==> config.mk <==
export PLATFORM = sky130hd
export DESIGN_NAME = pc_sequencer
export DESIGN_NICKNAME = d
export VERILOG_FILES = /design/src/rtl/cpu_pkg.sv /design/src/rtl/branch_target_gen.sv /design/src/rtl/pc_sequencer.sv
export SDC_FILE = /design/constraint.sdc
export NUM_CORES = 1
export LEC_CHECK = 0
export ABC_AREA = 1
export BUFFER_PORTS_ARGS = -buffer_cell sky130_fd_sc_hd__buf_2
export CAP_MARGIN = 10
export CORE_UTILIZATION = 45
export CTS_CLUSTER_SIZE = 12
export DETAILED_ROUTE_END_ITERATION = 6
export PLACE_DENSITY = 0.68
export SKIP_CTS_REPAIR_TIMING = 1
export SLEW_MARGIN = 25
export SYNTH_ARGS = -nofsm -noshare
export SYNTH_HDL_FRONTEND = slang
export SYNTH_SLANG_ARGS = --single-unit
export TNS_END_PERCENT = 30
==> constraint.sdc <==
create_clock -name clk_i -period 4.29 [get_ports clk_i]
set_input_delay 0.858 -clock clk_i [delete_from_list [all_inputs] [get_ports clk_i]]
set_output_delay 0.858 -clock clk_i [all_outputs]
set_load 0.005 [all_outputs]
==> src/rtl/cpu_pkg.sv <==
// Shared CPU front-end types: fetch sequencer states, redirect kinds and
// instruction geometry.
package cpu_pkg;

  typedef enum logic [1:0] {
    BOOT  = 2'd0,
    FETCH = 2'd1,
    DRAIN = 2'd2
  } pc_state_e;

  typedef enum logic [1:0] {
    NONE = 2'd0,
    BR   = 2'd1,
    J    = 2'd2,
    JR   = 2'd3
  } redirect_kind_e;

  localparam logic [31:0] INSTR_BYTES = 32'd4;

endpackage

==> src/rtl/branch_target_gen.sv <==
// Combinational redirect target former: priority jr > jump > branch, with
// word alignment of offsets and the jr misalignment flag.
module branch_target_gen
  import cpu_pkg::*;
(
  input  logic        jr_i,
  input  logic        jump_i,
  input  logic        branch_i,
  input  logic [31:0] jr_addr_i,
  input  logic [31:0] link_pc4_i,
  input  logic [31:0] branch_imm_i,
  input  logic [25:0] jump_idx_i,
  output logic [31:0] target_o,
  output logic        redirect_o,
  output logic        addr_err_o
);

  redirect_kind_e kind;

  always_comb begin
    kind = NONE;
    if (jr_i)          kind = JR;
    else if (jump_i)   kind = J;
    else if (branch_i) kind = BR;
  end

  // Branch offsets are in words; the carry out of the add is dropped.
  always_comb begin
    target_o = 32'h0;
    case (kind)
      JR:      target_o = {jr_addr_i[31:2], 2'b00};
      J:       target_o = {link_pc4_i[31:28], jump_idx_i, 2'b00};
      BR:      target_o = link_pc4_i + {branch_imm_i[29:0], 2'b00};
      default: target_o = 32'h0;
    endcase
  end

  assign redirect_o = (kind != NONE);
  assign addr_err_o = jr_i & (|jr_addr_i[1:0]);

endmodule

==> src/rtl/pc_sequencer.sv <==
// Program counter and fetch sequencer: issues ready-handshaked fetches,
// applies stalls, resolves redirects and counts fetch wait cycles.
module pc_sequencer
  import cpu_pkg::*;
#(
  parameter logic [31:0] RESET_PC = 32'h0000_0000,
  parameter int          CNT_W    = 32
) (
  input  logic             clk_i,
  input  logic             rst_i,
  output logic             imem_req_o,
  output logic [31:0]      imem_addr_o,
  input  logic             imem_ready_i,
  input  logic             stall_i,
  input  logic             branch_i,
  input  logic [31:0]      branch_imm_i,
  input  logic [31:0]      link_pc4_i,
  input  logic             jump_i,
  input  logic [25:0]      jump_idx_i,
  input  logic             jr_i,
  input  logic [31:0]      jr_addr_i,
  output logic [31:0]      pc_o,
  output logic [31:0]      pc_plus4_o,
  output logic             instr_valid_o,
  output logic             flush_o,
  output logic             addr_err_o,
  output logic [CNT_W-1:0] wait_cnt_o,
  output pc_state_e        state_o
);

  // Handshake: a request is held (address stable) while imem_req_o=1 and
  // imem_ready_i=0; the cycle with both high completes it.

  pc_state_e        state_q, state_d;
  logic [31:0]      pc_q, pc_d;
  logic [31:0]      pend_pc_q, pend_pc_d;
  logic [CNT_W-1:0] wait_cnt_q, wait_cnt_d;

  logic [31:0] target;
  logic        redirect;
  logic        addr_err;

  branch_target_gen u_btg (
    .jr_i         (jr_i),
    .jump_i       (jump_i),
    .branch_i     (branch_i),
    .jr_addr_i    (jr_addr_i),
    .link_pc4_i   (link_pc4_i),
    .branch_imm_i (branch_imm_i),
    .jump_idx_i   (jump_idx_i),
    .target_o     (target),
    .redirect_o   (redirect),
    .addr_err_o   (addr_err)
  );

  always_ff @(posedge clk_i or posedge rst_i) begin
    if (rst_i) begin
      state_q    <= BOOT;
      pc_q       <= RESET_PC;
      pend_pc_q  <= 32'h0;
      wait_cnt_q <= '0;
    end else begin
      state_q    <= state_d;
      pc_q       <= pc_d;
      pend_pc_q  <= pend_pc_d;
      wait_cnt_q <= wait_cnt_d;
    end
  end

  always_comb begin
    state_d = state_q;
    case (state_q)
      BOOT:    state_d = FETCH;
      FETCH:   if (!imem_ready_i && redirect) state_d = DRAIN;
      DRAIN:   if (imem_ready_i) state_d = FETCH;
      default: state_d = BOOT;
    endcase
  end

  always_comb begin
    pc_d      = pc_q;
    pend_pc_d = pend_pc_q;
    case (state_q)
      BOOT: if (redirect) pc_d = target;
      FETCH: begin
        if (imem_ready_i) begin
          if (redirect)      pc_d = target;
          else if (!stall_i) pc_d = pc_q + INSTR_BYTES;
        end else if (redirect) begin
          pend_pc_d = target;
        end
      end
      DRAIN: begin
        if (redirect) pend_pc_d = target;
        // The drained response is thrown away; a same-cycle redirect wins.
        if (imem_ready_i) pc_d = redirect ? target : pend_pc_q;
      end
      default: ;
    endcase
  end

  always_comb begin
    imem_req_o    = (state_q != BOOT);
    instr_valid_o = (state_q == FETCH) && imem_ready_i && !redirect && !stall_i;
    flush_o       = redirect && !rst_i;
    addr_err_o    = addr_err && !rst_i;
  end

  always_comb begin
    wait_cnt_d = wait_cnt_q;
    if (imem_req_o && !imem_ready_i && (wait_cnt_q != {CNT_W{1'b1}}))
      wait_cnt_d = wait_cnt_q + 1'b1;
  end

  assign imem_addr_o = pc_q;
  assign pc_o        = pc_q;
  assign pc_plus4_o  = pc_q + INSTR_BYTES;
  assign wait_cnt_o  = wait_cnt_q;
  assign state_o     = state_q;

endmodule

==> results of run 1 <==
worst max path at each step:
| stage | start | end | slack (ps) | cells after the start |
|---|---|---|---|---|
| after floorplan | rst_i | imem_addr_o[0] | 870 | 1 |
| after global placement | jr_i | imem_addr_o[6] | 1060 | 11 |
| after detailed placement | jr_i | imem_addr_o[5] | 1020 | 11 |
| after CTS | imem_addr_o[2] | pc_plus4_o[22] | 1140 | 9 |
| after global routing | imem_addr_o[2] | pc_plus4_o[16] | 950 | 10 |
| final | imem_addr_o[2] | pc_plus4_o[22] | 1100 | 9 |
stage by stage:
stage                     hold WS, ps  std cells  cell area (um^2)  util, %  worst slack [ps]
after floorplan                   449       1533              9350        -               870
after global placement            461       2009             10700     52.7              1060
after detailed placement          465       2009             10700     52.7              1020
after CTS                         482       2024             11000     54.1              1140
after global routing              505       2024             11000     54.1               948
final                             478       2024             11000     54.1              1100
flip-flops by register name (all words and copies together) (netlist names):
name,flops
pend_pc_q,32
wait_cnt_o,32
state_o,2
imem_addr_o,32
cells in the mapped netlist, drive strengths merged, types with 14 or more instances:
library cell	count	area share (%)
ha	35	4.7
nand3	130	7.3
nor2	111	4.9
a22o	28	2.6
inv	247	9.9
o21ai	49	2.7
clkbuf	24	0.96
nand2	583	24
nand4	21	1.4
a21oi	35	2.0
xor2	34	3.3
dfrtp	98	26
xnor2	14	1.3
nor3	22	1.3
buf	43	3.2
kinds of logic (layout without fill, tap and decap cells):
| group | Yosys count | count (layout) | share of synthesized area, % |
|---|---|---|---|
| fa+ha+maj | 36 | 36 | 4.90 |
| mux | 2 | 2 | 0.214 |
| compound gates | 137 | 137 | 9.34 |
| xor+xnor | 48 | 48 | 4.58 |
| flops | 98 | 98 | 26.2 |
| simple gates | 897 | 897 | 40.6 |
| buf+inv | 315 | 536 | 14.2 |
routing by layer:
layer	vias up	global-route usage, %	wire length, um
li1	5219	-	-
met1	4644	39.8	13800
met2	433	48.5	14000
met3	35	3.91	2330
met4	0	7.66	626
met5	-	0	0
power breakdown:
group	leakage [nW]	internal (mW)	switching (mW)
clock	0.142	0.463	0.336
combinational	5.06	1.09	1.93
sequential	1.26	1.25	0.373
total	6.46	2.80	2.64
cell type report:
type	instances	area share, %
Multi-Input combinational cell	1120	50.8
Sequential cell	98	22.3
Timing Repair Buffer	273	12.7
Inverter	248	8.49
Tap cell	270	3.07
Clock buffer	12	2.24
Clock inverter	3	0.364
tightest hold or removal path, cell delays in order, from the launching register on:
cell and delay [ps]:
dfrtp_1 340, nand2_1 50, nand2_1 60
==> results.tsv, run 1 <==
metric	value	unit
status	finished clean	
Pwr per Cell Area	495	nW/um^2
max-cap violations	0	
DRT iter0 DRCs	705	
Sink Count	98	
core area	20300	um^2
worst slew pin tran	897	ps
share of layout cells above drive strength 1	18.9	%
Fillers	2159	
# rows	52	
Final Power	5.44	mW
crit-path cells	ha_1, nand3_2, inv_1, nand2_1, nor2_2, nand2_2, nor2_2, xor2_2, buf_2	
Synth Warn #	0	
buffers plus inverters on the worst setup path	2	
final period demand of the worst path	3190	ps
HPWL Detailed	24500	um
Slew Limit Fails	0	
worst-case clock buffer depth	2	
most frequent CP cell	nor2_2	
Worst Hold Class	register to register	
Pleak	6.46	nW
TritonCTS clock tree	done	
Max Clock Skew	9.94	ps
VDD IR max	0.000291	V
maximum clock frequency	314	MHz
final setup fails	0	
CP endpoint kind	output pin	
vias in the first global route	9460	
Yosys cell types	45	
Via density	5.10	
DR WL/cell	15.2	um
critical path class	register to output pin	
Ant. Diodes	0	
vias	10331	
WHS Path Cells	2	
DIE HEIGHT	146	um
Starting Density	46.1	%
CP arrival	2330	ps
H-tree depth	3	
Total Negative Setup Slacks	0	ps
Nets	1915	
crit-path leading delay family	simple AND/OR/NAND/NOR gates	
slew margin rel.	40.1	%
routability cong.	0.987	
DRT Pass-1 Iters	5	
R2R Path End	imem_addr_o[7]	
TritonCTS buffer count	9	
part of the cycle the worst path needs	74.3	%
R2R Setup Slk	1540	ps
IO Pins	263	
hold path endpoint	pend_pc_q[23]	
global-route wire length before repair	49100	um
DRC	0	
synthesized area	9350	um^2
worst-path fanout max	6	
WL final	30700	um
Area growth, synth to finish	17.5	%
FFs w/ async S/R, synth	100	%
Reg2Reg Launch Point	state_o[1]	
worst reg2reg path depth	10	
largest net degree at the start of global routing	69	
#FFs+latches synth	98	
Worst Path Required	3430	ps
Seq/Total Area, Yosys	26.2	%
clk root buf	clkbuf_16	
Slowest-stage cell, CP	dfrtp_1	
leading cell type in the layout, fill and taps excluded	nand2_1	
endpoints failing hold	0	
cell count after synthesis	1533	
RSZ-0062 raised after global routing	false	
initial antenna violation count	0	
Hold Crit Start	pend_pc_q[23]	
Tot GR Track Use	29.2	%
die span in x	146	um
Die ar.	21400	um^2
CTS clk-pin slew, worst paths	70	ps
ys flop type	dfrtp_1	
post-route ant nets	0	
element type at the critical path start	register	
Seq. cell area	2450	um^2
Multi-input gate area	5580	um^2
post-synth net total	1698	
Port Buffer Count	260	
Post-synth EDFFs	0	
Clk Latency, worst-skew pair	350	ps
CP max stage delay	450	ps
commonest non-fill, non-tap cells in the layout	577 x nand2_1, 260 x buf_2, 241 x inv_1	
grt total ovfl	0	
Synth Area per Inst	6.10	um^2
(Power assumes the default switching activity.)
==> inputs of run 2 (changes only) <==
Settings changed: PLACE_DENSITY 0.68 to 0.71.
Clock period 4.29 ns to 2.87 ns, I/O delays scaled along.
==> run 2 against run 1 <==
  * Total power is 51% higher
  * Clock power is 41% higher
  * Highest routed layer unchanged
  * Combinational power is 55% higher
  * Count of clock-buffer cells in the layout stayed put
  * Design area is 0.97% higher
  * Critical path type unchanged
  * Critical endpoint is now pc_plus4_o[19]
  * Via count is 0.54% higher
  * Largest power group unchanged
  * Sequential power is 48% higher
==> results.tsv, run 2 (same netlist as run 1, synthesis figures left out) <==
metric	value	unit
status	finished clean	
DRT Pass-1 Iters	5	
commonest non-fill, non-tap cells in the layout	577 x nand2_1, 260 x buf_2, 241 x inv_1	
Sink Count	98	
Max Clock Skew	8.31	ps
worst slew pin tran	1080	ps
leading cell type in the layout, fill and taps excluded	nand2_1	
Reg2Reg Launch Point	state_o[1]	
CP endpoint kind	output pin	
Starting Density	46.1	%
IO Pins	263	
H-tree depth	3	
part of the cycle the worst path needs	96.3	%
grt total ovfl	0	
slew margin rel.	28.2	%
max-cap violations	0	
global-route wire length before repair	48800	um
TritonCTS clock tree	done	
worst reg2reg path depth	9	
DP Worst Slack	158	ps
endpoints failing hold	0	
routability cong.	0.993	
Multi-input gate area	5610	um^2
Fillers	2133	
DRC	0	
Cell Count, Final, Fillers Out	2033	
RSZ-0062 raised after global routing	false	
Seq. cell area	2450	um^2
Final Power	8.19	mW
DIE HEIGHT	146	um
element type at the critical path start	register	
DR WL/cell	15.1	um
initial antenna violation count	0	
final setup fails	0	
Worst Path Required	2300	ps
core area	20300	um^2
Worst Setup SP	imem_addr_o[13]	
worst-path fanout max	6	
Final Worst Setup Slack	107	ps
Tot GR Track Use	29.1	%
Area growth, synth to finish	18.7	%
TritonCTS buffer count	9	
critical path class	register to output pin	
maximum clock frequency	362	MHz
Pleak	6.50	nW
Ant. Diodes	0	
R2R Setup Slk	440	ps
Total Negative Setup Slacks	0	ps
worst-case clock buffer depth	2	
final period demand of the worst path	2760	ps
share of layout cells above drive strength 1	19.6	%
DRT iter0 DRCs	806	
Worst Hold Class	primary input to asynchronous set/reset pin	
vias	10387	
CP arrival	2190	ps
post-route ant nets	0	
Port Buffer Count	260	
clk root buf	clkbuf_16	
Nets	1925	
VDD IR max	0.000510	V
die span in x	146	um
largest net degree at the start of global routing	99	
HPWL Detailed	24800	um
Via density	5.11	
Clk Latency, worst-skew pair	360	ps
Pwr per Cell Area	738	nW/um^2
CTS clk-pin slew, worst paths	60	ps
Slew Limit Fails	0	
Die ar.	21400	um^2
R2R Path End	imem_addr_o[9]	
WL final	30700	um
# rows	52	
Min Hold Slack	386	ps
placed cell count	2017	
vias in the first global route	9510	
==> run 2: worst max-delay path, cell delays in order (launching register included) <==
cell and delay, ps:
dfrtp_1 500, nand2_2 120, nor3_1 210, nand2_1 140, nor3_1 450, or2_2 190, nand2_1 60, inv_1 70
buf_2 110
==> run 2: worst max-delay path by stage <==
stage                     cells past startpoint              end
after floorplan                              17  imem_addr_o[26]
after global placement                       16  imem_addr_o[10]
after detailed placement                     16  imem_addr_o[10]
after CTS                                     9   pc_plus4_o[16]
after global routing                          8   pc_plus4_o[27]
final                                         8   pc_plus4_o[19]
==> run 2: final cells by class <==
cell class	instances	share of cell area [%]
Multi-Input combinational cell	1120	50.5
Timing Repair Buffer	283	13.5
Inverter	248	8.42
Clock inverter	2	0.135
Sequential cell	98	22.1
Tap cell	270	3.04
Clock buffer	12	2.22
==> run 2: routing by layer <==
metal  global-route usage [%]  vias to the layer above  routed length (um)
met4                     11.1                        0                1100
met3                     4.94                       59                2260
li1                         -                     5226                   -
met2                     46.5                      424               13800
met5                        0                        -                   0
met1                     39.3                     4678               13500
==> run 2: metrics by stage <==
step                utilization, %  area [um^2]
global placement              53.1        10800
finish                        54.7        11100
detailed placement            53.1        10800
CTS                           54.4        11000
global route                  54.7        11100
floorplan                        -         9350
==> run 2: report_power, final <==
part | switching [mW] | internal, mW | total, mW
logic | 2.95 | 1.72 | 4.67
clock network | 0.524 | 0.603 | 1.13
registers | 0.530 | 1.87 | 2.40
total | 4.00 | 4.19 | 8.19
